### src/rtl/timer_pkg.sv
// Shared definitions for the memory-mapped machine timer: register map,
// ctrl/status bit positions and the default compare reset value.
package timer_pkg;

  typedef enum logic [2:0] {
    MTIME_LO    = 3'd0,
    MTIME_HI    = 3'd1,
    MTIMECMP_LO = 3'd2,
    MTIMECMP_HI = 3'd3,
    CTRL        = 3'd4,
    STATUS      = 3'd5
  } timer_reg_e;

  localparam int CTRL_EN_BIT     = 0;
  localparam int CTRL_DIV_LSB    = 8;
  localparam int STATUS_IRQ_BIT  = 0;
  localparam int STATUS_OVF_BIT  = 1;

  localparam logic [63:0] CMP_RESET_DFLT = 64'hffff_ffff_ffff_ffff;

endpackage

### src/rtl/timer_prescaler.sv
// Programmable clock prescaler: one-cycle tick every div+1 enabled clocks.
// The count holds while disabled; clear restarts the count from zero.
module timer_prescaler #(
  parameter int DIV_WIDTH = 8
) (
  input  logic                 clk,
  input  logic                 reset,
  input  logic                 enable,
  input  logic [DIV_WIDTH-1:0] div,
  input  logic                 clear,
  output logic                 tick
);

  logic [DIV_WIDTH-1:0] cnt;

  assign tick = enable && (cnt == div);

  always_ff @(posedge clk or posedge reset) begin
    if (reset) begin
      cnt <= '0;
    end else if (clear || tick) begin
      cnt <= '0;
    end else if (enable) begin
      cnt <= cnt + 1'b1;
    end
  end

endmodule

### src/rtl/timer_ctrl.sv
// Machine-timer controller: 64-bit mtime/mtimecmp with prescaler, enable,
// high-word read snapshot, sticky overflow and a registered level interrupt.
module timer_ctrl
  import timer_pkg::*;
#(
  parameter int          DIV_WIDTH    = 8,
  parameter logic [63:0] CMP_RESET    = CMP_RESET_DFLT,
  parameter logic        ENABLE_RESET = 1'b1
) (
  input  logic        clk,
  input  logic        reset,
  input  logic [29:0] addr,
  input  logic        re,
  output logic [31:0] rd,
  input  logic        we,
  input  logic [31:0] wd,
  output logic [63:0] mtime,
  output logic        timer_irq
);

  timer_reg_e           reg_sel;
  logic [63:0]          mtimecmp;
  logic [63:0]          mtime_next;
  logic [63:0]          mtimecmp_next;
  logic [31:0]          hi_shadow;
  logic                 enable;
  logic [DIV_WIDTH-1:0] div;
  logic                 ovf;
  logic                 ovf_next;
  logic                 tick;
  logic                 wrap;
  logic                 wr_lo, wr_hi, wr_cmp_lo, wr_cmp_hi, wr_ctrl, wr_status;
  logic                 unused_addr;

  assign reg_sel     = timer_reg_e'(addr[2:0]);
  assign unused_addr = ^addr[29:3];

  assign wr_lo     = we && (reg_sel == MTIME_LO);
  assign wr_hi     = we && (reg_sel == MTIME_HI);
  assign wr_cmp_lo = we && (reg_sel == MTIMECMP_LO);
  assign wr_cmp_hi = we && (reg_sel == MTIMECMP_HI);
  assign wr_ctrl   = we && (reg_sel == CTRL);
  assign wr_status = we && (reg_sel == STATUS);

  timer_prescaler #(.DIV_WIDTH(DIV_WIDTH)) u_presc (
    .clk    (clk),
    .reset  (reset),
    .enable (enable),
    .div    (div),
    .clear  (wr_ctrl),
    .tick   (tick)
  );

  // A software write to either mtime half swallows the tick of that cycle.
  always_comb begin
    mtime_next = mtime;
    wrap       = 1'b0;
    if (wr_lo) begin
      mtime_next = {mtime[63:32], wd};
    end else if (wr_hi) begin
      mtime_next = {wd, mtime[31:0]};
    end else if (tick) begin
      mtime_next = mtime + 64'd1;
      wrap       = &mtime;
    end
  end

  always_comb begin
    mtimecmp_next = mtimecmp;
    if (wr_cmp_lo) mtimecmp_next[31:0]  = wd;
    if (wr_cmp_hi) mtimecmp_next[63:32] = wd;
  end

  // Wrap beats a same-cycle write-1-to-clear.
  always_comb begin
    ovf_next = ovf;
    if (wr_status && wd[STATUS_OVF_BIT]) ovf_next = 1'b0;
    if (wrap) ovf_next = 1'b1;
  end

  always_ff @(posedge clk or posedge reset) begin
    if (reset) begin
      mtime     <= '0;
      mtimecmp  <= CMP_RESET;
      hi_shadow <= '0;
      enable    <= ENABLE_RESET;
      div       <= '0;
      ovf       <= 1'b0;
      timer_irq <= 1'b0;
    end else begin
      mtime     <= mtime_next;
      mtimecmp  <= mtimecmp_next;
      ovf       <= ovf_next;
      timer_irq <= (mtime_next >= mtimecmp_next);
      if (re && (reg_sel == MTIME_LO)) hi_shadow <= mtime[63:32];
      if (wr_ctrl) begin
        enable <= wd[CTRL_EN_BIT];
        div    <= wd[CTRL_DIV_LSB +: DIV_WIDTH];
      end
    end
  end

  always_comb begin
    rd = '0;
    if (re) begin
      case (reg_sel)
        MTIME_LO:    rd = mtime[31:0];
        MTIME_HI:    rd = hi_shadow;
        MTIMECMP_LO: rd = mtimecmp[31:0];
        MTIMECMP_HI: rd = mtimecmp[63:32];
        CTRL: begin
          rd[CTRL_EN_BIT]                 = enable;
          rd[CTRL_DIV_LSB +: DIV_WIDTH]   = div;
        end
        STATUS: begin
          rd[STATUS_IRQ_BIT] = timer_irq;
          rd[STATUS_OVF_BIT] = ovf;
        end
        default: rd = '0;
      endcase
    end
  end

endmodule

### config.mk
export PLATFORM = sky130hd
export DESIGN_NAME = timer_ctrl
export DESIGN_NICKNAME = d
export VERILOG_FILES = /design/src/rtl/timer_pkg.sv /design/src/rtl/timer_prescaler.sv /design/src/rtl/timer_ctrl.sv
export SDC_FILE = /design/constraint.sdc
export NUM_CORES = 1
export LEC_CHECK = 0
export BUFFER_PORTS_ARGS = -buffer_cell sky130_fd_sc_hd__buf_2
export CAP_MARGIN = 40
export CORE_MARGIN = 5
export CORE_UTILIZATION = 55
export DETAILED_ROUTE_END_ITERATION = 10
export PLACE_DENSITY_LB_ADDON = 0.1
export SLEW_MARGIN = 20
export SYNTH_ARGS = -nofsm -noshare
export SYNTH_HDL_FRONTEND = slang
export SYNTH_SLANG_ARGS = --single-unit
### constraint.sdc
create_clock -name clk -period 9.95 [get_ports clk]
set_input_delay 1.99 -clock clk [delete_from_list [all_inputs] [get_ports clk]]
set_output_delay 1.99 -clock clk [all_outputs]
set_load 0.02 [all_outputs]
-- Word level (Yosys, flattened, before mapping)
Index checks and enable logic that the tools add are counted.
- add/sub/neg operators: 2
- order comparisons: 1
- eq/ne operators: 6
- multiplexer cells: 18
- reductions and logical operators: 14
- operators by type and width (operator ; count):
    $mux W64 ; 3
    $mux W32 ; 3
    $add A64 B1 Y64 const B ; 1
    $ge A64 B64 Y1 ; 1
    $pmux W16 S4 ; 1
    $reduce_and A64 Y1 ; 1
    $pmux W8 S5 ; 1
    $pmux W6 S4 ; 1
    $mux W8 ; 2
    $logic_and A1 B1 Y1 ; 9
    $add A8 B1 Y8 const B ; 1
    $eq A8 B8 Y1 ; 1
    $eq A3 B2 Y1 const B ; 2
    $eq A3 B3 Y1 const B ; 2
    $pmux W1 S6 ; 1
    $mux W1 ; 5
    $pmux W1 S5 ; 1
    $reduce_bool A2 Y1 ; 2
    $eq A3 B1 Y1 const B ; 1
    $logic_not A3 Y1 ; 1
    $logic_or A1 B1 Y1 ; 1
- register bits after elaboration: 179
- input port bits: 66
- output and inout bits: 97

-- Longest topological paths before layout
Gate-level depths: netlist of run 1.
- depth after elaboration: 6
- gate-level depth with buffers: 16
- depth with buffers taken out: 14

-- Hierarchy
A second synthesis of run 1 with hierarchy kept.
- cell total of the unflattened synthesis: 1125
- area total of the unflattened synthesis: 11048.1 µm²
- modules (own cells, without submodules) (module ; instances ; cells an instance ; area each (µm²)):
    timer_ctrl ; 1 ; 1076 ; 10546.4
    timer_prescaler ; 1 ; 49 ; 501.7

-- Worst setup path before layout of run 1
OpenSTA, ideal clock, no wires.
- kind: input port to output port
- start point: in addr[0]
- end point: out rd[15]
- data arrival time: 3.400 ns
- required time: 7.960 ns
- slack: 4.560 ns
- stages: 6
- path buffers: 2
- path through: clkbuf_1 -> clkbuf_1 -> mux2_2 -> a22oi_1 -> o22ai_1 -> and2_1
- cells in the longest elaborated chain, start to end: 3
- ends and longest elaborated chain (element ; line ; source):
    from (decl) ; timer_ctrl.sv:12 ; input logic [29:0] addr,
    $eq A3 B3 Y1, or another cell as far along ; timer_ctrl.sv:106 ; case (reg_sel)
    $pmux W8 S5 * ; timer_ctrl.sv:106 ;
    $mux W32 * ; timer_ctrl.sv:105 ; if (re) begin
    to (decl) ; timer_ctrl.sv:14 ; output logic [31:0] rd,
Every way passes the cells marked *; elsewhere a longest branch is shown, timed or not.

-- Worst setup path after layout of run 1
- start point: in addr[1]
- end point: reg timer_irq
- cells in the longest elaborated chain, start to end: 5
- ends and longest elaborated chain (element ; line ; source):
    $eq A3 B1 Y1 ; timer_ctrl.sv:39 ; assign wr_hi = we && (reg_sel == MTIME_HI);
    $logic_and A1 B1 Y1 ; timer_ctrl.sv:39 ;
    $mux W64 ; timer_ctrl.sv:60 ; end else if (wr_hi) begin
    $mux W64 ; timer_ctrl.sv:58 ; if (wr_lo) begin
    $ge A64 B64 Y1 * ; timer_ctrl.sv:94 ; timer_irq <= (mtime_next >= mtimecmp_next);
    to (signal assigned) ; timer_ctrl.sv:94 ;
    to (decl) ; timer_ctrl.sv:18 ; output logic timer_irq
Marked as above.
A chain may end at the register's enable or synchronous reset.

==> summary.md, run 1 <==
| Metric | Value |
|---|---|
| Maximum clock insertion buffer count | `2` |
| Boundary Pins | `approximately 160` |
| Clk slew on worst S/H paths | `approximately 0.070 ns` |
| First-pass GRT wire length | `56.7 mm` |
| Final net count | `1424` |
| Largest net degree at the start of global routing | `64` |
| CP required | `10.23 ns` |
| Vias in the first global route | `just under 10k` |
| Setup Slack @ Placement | `3.32 ns` |
| Pwr/cell area | `208 nW/um^2` |
| Design Power | `2.65 mW` |
| CP startpoint | `addr[1]` |
| Initial Util | `0.556` |
| All-layer global routing usage | `0.308` |
| Register-to-register setup slack | `about 4.7 ns` |
| Worst hold path cell count | `1` |
| Hold Crit Class | `reg -> reg` |
| Least-Margin Pin Slew | `0.873 ns` |
| Fmax | `about 170 MHz` |
| GPL Wtd Cong | `0.919` |
| Post-cts hold buffer count | `0` |
| GR Util met1 | `0.420` |
| Avg Cell Area, Syn | `9.46 sq um` |
| Antenna Cells | `0` |
| Worst r2r src | `mtime[7]` |
| Slew headroom | `0.413` |
| Crit-path max FO | `31` |
| Die ar. | `23300 sq um` |
| Post-Syn Area | `11200 sq um` |
| Initial antenna violation count | `0` |
| Die Ht | `153 um` |
| Number of synthesized flops with an enable pin | `0` |
| Final setup fails | `0` |
| Worst VDD drop | `0.000124 V` |
| Arr. time, crit path | `6.31 ns` |
| Gate Count Post-Synth | `roughly 1.2k` |
| Root buffer cell | `clkbuf_16` |
| Wire per inst | `around 23 um` |
| Die W | `153 um` |
| Ratio of final minimum period to clock period | `0.605` |
| Fin Setup TNS | `0 ns` |
| Via count | `10.1k` |
| Grt total ovfl | `0` |
| Detailed Place HPWL | `26.0 mm` |
| Area grow syn2layout | `13.7%` |
| CP Class | `in -> reg` |
| Maxcap violations | `0` |
| Post-route ant nets | `0` |
| Final WL | `36.2 mm` |
| Clk Latency, worst-skew pair | `0.44 ns` |
| FF-to-FF path depth | `13` |
| Worst Skew | `roughly 0.0068 ns` |
| Syn_nets | `about 1.3k` |
| Residual DRC | `0` |
| Critical Path Source Type | `input pin` |
| Crit. End Element | `flop` |
| Fin area | `~13000 sq um` |
| TritonCTS Buffers | `17` |
| Row count | `52` |
| Fillers | `1693` |
| Synth warn | `0` |
| Worst hold slack | `0.508 ns` |
| First DRT Iteration DRCs | `1108` |
| Drt first pass iters | `7` |
| H-tree depth | `4` |
| Worst Hold Endpoint | `hi_shadow[1]` |
| PnR worst setup slack | `between 3 and 4 ns` |
| Num Clock Sinks | `179` |
| R2r endpoint | `timer_irq` |
| Minimum clock period | `between 6 and 7 ns` |
| Synth unique cells | `64` |
| GR peak layer | `met2` |
| CTS-repair resized insts | `0` |
| DP Area | `12100 sq um` |
| Number of port buffers | `135` |
| Final std cells w/o fill | `1575` |
| Fraction of layout cells with a size suffix above 1 | `0.256` |
| Ys async rst share | `1.00` |
| Synth Register Bits | `179` |
| Met3 Resource Use GR | `0.0599` |
| Hold path start | `hi_shadow[1]` |
| Dpl cells | `roughly 1.5k` |
| Met2 Resource Use GR | `0.491` |
| Leak | `5.54 nW` |
| Most used DFF post-synth | `dfrtp_1` |
| Drt via density | `6.40` |
| Run status | `finished, final reports clean` |
| Core Area | `20100 sq um` |
| Max Slew Vio Count | `0` |
| CTS tree | `built` |
| Fin util | `0.632` |
| RSZ-0062 raised after global routing | `no` |
| Seq/Total Area, Yosys | `0.408` |
| Post-CTS Setup Inserts | `0` |
| Final hold violations | `0` |
flip-flops by register name, summed over array words and instances (netlist names):
register	flops
div	8
ovf	1
mtime	64
hi_shadow	32
u_presc.cnt	8
mtimecmp	64
enable	1
timer_irq	1
cell type report:
class                           count  area, sq um  area share
Timing Repair Buffer              157          862      0.0678
Sequential cell                   179         4560       0.359
Clock inverter                      7         50.0     0.00394
Clock buffer                       25          495      0.0390
Tap cell                          270          338      0.0266
Inverter                           77          294      0.0231
Multi-Input combinational cell    860         6110       0.481
routing by layer:
layer | vias up | wire length, um
li1 | 4565 | -
met1 | 4922 | 15000
met2 | 521 | 16900
met3 | 78 | 3230
met4 | 0 | 1080
met5 | - | 0
cells in the final DEF (no fill, tap or decap), types with 26 or more instances in the layout:
master	n
a21oi_1	52
a22oi_1	74
buf_2	136
dfrtp_1	114
dfstp_2	65
ha_1	66
inv_1	76
mux2_2	60
mux2i_1	47
nand2_1	125
nand3_1	44
nor2_1	29
nor3_1	28
nor4_1	26
o21ai_0	60
xnor2_1	31
power breakdown:
group          internal [mW]  switching, mW  total [mW]
logic                  0.349          0.501       0.849
clock network          0.347          0.289       0.636
registers              0.952          0.209        1.16
total                   1.65          0.998        2.65
how the worst max path moves through the flow:
stage                 to  cells past startpoint
3_3_place_gp   timer_irq                     15
4_1_cts        timer_irq                     15
3_5_place_dp   timer_irq                     15
5_1_grt        timer_irq                     14
2_1_floorplan     div[0]                      1
6_report       timer_irq                     13
cells by family after synthesis:
logic type,share of synthesized area
compound gates,0.160
fa+ha+maj,0.0739
buf+inv,0.0480
mux,0.105
flops,0.408
simple gates,0.173
xor+xnor,0.0329
worst max-delay path: stages:
cell and delay, ns:
buf_2 0.53, nor3b_2 0.27, buf_4 0.37, and2_2 0.50
buf_4 0.52, mux2i_1 0.36, ha_1 0.32, a211oi_1 0.24
o21ai_0 0.11, o2111ai_1 0.20, a211oi_1 0.13, a2111oi_0 0.56
o211ai_1 0.17
cell usage after synthesis (12+ instances only):
master    number  area [sq um]
nand3_1       44           220
inv_1         77           289
ha_1          66           826
a21o_1        12          90.1
a21oi_1       52           260
dfstp_2       65          1710
and3_1        16           100
nand2_1      126           473
o22ai_1       13          81.3
nor3_1        31           155
a22oi_1       74           556
mux2i_1       47           470
and2_1        14          87.6
nor2_1        31           116
o21ai_0       60           300
dfrtp_1      114          2850
nand4_1       22           138
clkbuf_1      58           218
mux2_2        60           676
xnor2_1       31           272
nor4_1        26           163
o211ai_1      12          90.1
(Power assumes the default switching activity.)
==> inputs of run 2 (changes only) <==
Clock period 9.95 ns to 6.1 ns, I/O delays scaled along.
==> run 2 against run 1 <==
The flow now finishes with violations (DRC). Register-to-register slack lost 3.5 ns. Final area is 1.0% higher. Die area unchanged. Routed wire length grew 1.6%. Total power rose by 68%. Highest routed layer unchanged. First-iteration DRC count down 19%. Combinational power grew 65%. Sequential share of layout area decreased by 0.37 points. Via count is 0.25% higher.
==> summary.md, run 2 (synthesis gave the netlist of run 1 again) <==
| Metric | Value |
|---|---|
| Ratio of final minimum period to clock period | `0.804` |
| Worst Skew | `0.0106 ns` |
| Switching power | `1.68 mW` |
| Root buffer cell | `clkbuf_16` |
| Final WL | `36.8 mm` |
| DP Area | `12200 sq um` |
| CP Class | `reg -> reg` |
| Largest net degree at the start of global routing | `66` |
| Biggest registers after layout | `mtime x64, mtimecmp x64, hi_shadow x32` |
| CP peak stage delay | `0.78 ns` |
| Failing checks | `DRC` |
| Core Area | `between 20000 and 25000 sq um` |
| TritonCTS Buffers | `17` |
| Post-CTS Setup Inserts | `0` |
| Grt total ovfl | `0` |
| Net Sw Frac | `0.377` |
| Worst VDD drop | `0.000193 V` |
| Via count | `10.1k` |
| Critical Path Source Type | `flop` |
| Antenna Cells | `0` |
| Detailed Place HPWL | `26.7 mm` |
| GPL Wtd Cong | `roughly 0.93` |
| Initial Util | `0.556` |
| Area grow syn2layout | `14.9%` |
| Final setup fails | `0` |
| Pwr/cell area | `346 nW/um^2` |
| First-pass GRT wire length | `57.3 mm` |
| CP top delay family | `simple AND/OR/NAND/NOR gates` |
| Least-Margin Pin Slew | `0.818 ns` |
| Post-cts hold buffer count | `0` |
| Crit. End Element | `flop` |
| Fillers | `1696` |
| Final std cells w/o fill | `1583` |
| Maxcap violations | `0` |
| H-tree depth | `4` |
| Clock share of power | `0.258` |
| CTS-repair resized insts | `0` |
| Leak | `5.61 nW` |
| Hold Crit Class | `reg -> reg` |
| Arr. time, crit path | `5.19 ns` |
| Fraction of layout cells with a size suffix above 1 | `0.264` |
| Sequential power share | `0.426` |
| CP Buf/Inv Count | `0` |
| Dpl cells | `1548` |
| CP required | `6.39 ns` |
| CTS tree | `built` |
| Initial antenna violation count | `0` |
| Clk Latency, worst-skew pair | `roughly 0.44 ns` |
| Fmax | `204 MHz` |
| Critical Path, Cell by Cell | `xor2_1, nor4_1, nand4_1, nor3_1, nand3_1, o311ai_0, ha_1, a21oi_1, o21ai_0, a221oi_1, o2bb2ai_1, a2111oi_0, o211ai_1` |
| Minimum clock period | `slightly below 5 ns` |
| Residual DRC | `1` |
| Crit-path max FO | `6` |
| All-layer global routing usage | `0.312` |
| Post-route ant nets | `0` |
| Drt via density | `6.39` |
| Max Slew Vio Count | `0` |
| Maximum clock insertion buffer count | `2` |
| First DRT Iteration DRCs | `902` |
| Die Ht | `153 um` |
| Run status | `finished, violations left` |
| Number of port buffers | `135` |
| Most frequent cells in the layout | `buf_2, nand2_1, dfrtp_1` |
| Fin Setup TNS | `0 ns` |
| Die W | `approximately 150 um` |
| Worst hold slack | `0.509 ns` |
| Final hold violations | `0` |
| Boundary Pins | `around 160` |
| Logic pwr share | `0.315` |
| Row count | `52` |
| Num Clock Sinks | `179` |
| Fin area | `approximately 13000 sq um` |
| Clk slew on worst S/H paths | `0.07 ns` |
| Slew headroom | `0.450` |
| CP max-delay cell | `nor3_1` |
| Commonest non-fill, non-tap cell in the layout | `buf_2` |
| RSZ-0062 raised after global routing | `no` |
| Internal Power | `2.77 mW` |
| Drt first pass iters | `11` |
| Wire per inst | `around 23 um` |
| Die ar. | `23300 sq um` |
| Final net count | `about 1.4k` |
| Vias in the first global route | `9953` |
| Design Power | `4.45 mW` |
-- run 2: cell count changes in the layout (fill, tap and decap cells not counted), sizes merged --
cell / previous run / this run
bufinv: 0 / 2
buf: 157 / 162
clkbuf: 25 / 23
clkinv: 6 / 5
clkinvlp: 0 / 1
inv: 78 / 81
-- run 2: worst paths after layout --
kind | startpoint | end | slack, ns | cells past startpoint
max in group asynchronous | reset | hi_shadow[28] | 4.03 | 4
setup reg to reg | u_presc.cnt[6] | timer_irq | 1.19 | 13
min in group asynchronous | reset | mtime[4] | 0.77 | 2
setup / recovery | u_presc.cnt[6] | timer_irq | 1.19 | 13
hold / removal | hi_shadow[20] | hi_shadow[20] | 0.51 | 1
hold reg to reg | hi_shadow[20] | hi_shadow[20] | 0.51 | 1
-- run 2: routing by layer --
layer	GRT usage	vias up	share of wire
met5	0	-	0
met4	0.0976	0	0.030
met3	0.0696	84	0.096
met2	0.497	547	0.46
met1	0.427	4908	0.41
li1	-	4572	-
-- run 2: power groups by stage --
| stage | registers [mW] | clock network (mW) | logic (mW) |
|---|---|---|---|
| 3_5_place_dp | 1.90 | 0 | 1.38 |
| 3_3_place_gp | 1.89 | 0 | 1.34 |
| 5_1_grt | 1.94 | 1.21 | 1.55 |
| 4_1_cts | 1.88 | 1.16 | 1.40 |
| 2_1_floorplan | 1.90 | 0 | 0.860 |
| 6_report | 1.90 | 1.15 | 1.40 |
-- run 2: worst reg2reg max path: stages, from the launching register on --
cell,delay (ns)
dfrtp_1,0.43
xor2_1,0.18
nor4_1,0.69
nand4_1,0.43
nor3_1,0.78
nand3_1,0.14
o311ai_0,0.41
ha_1,0.33
a21oi_1,0.13
o21ai_0,0.15
a221oi_1,0.31
o2bb2ai_1,0.08
a2111oi_0,0.53
o211ai_1,0.16
-- run 2: area by class of cell --
type                    instances  area [sq um]  area share
clock buffers                  20           467      0.0363
clock inverters                12           144      0.0112
inverters                      77           294      0.0229
multi-input cells             860          6110       0.476
flip-flops and latches        179          4560       0.355
well taps                     270           338      0.0263
repair buffers                165           928      0.0723
-- run 2: through the flow --
step	worst slack, ns	util
6_report	1.19	0.639
5_1_grt	0.682	0.639
4_1_cts	1.13	0.638
3_5_place_dp	1.14	0.607
3_3_place_gp	1.17	0.606
2_1_floorplan	0.129	-
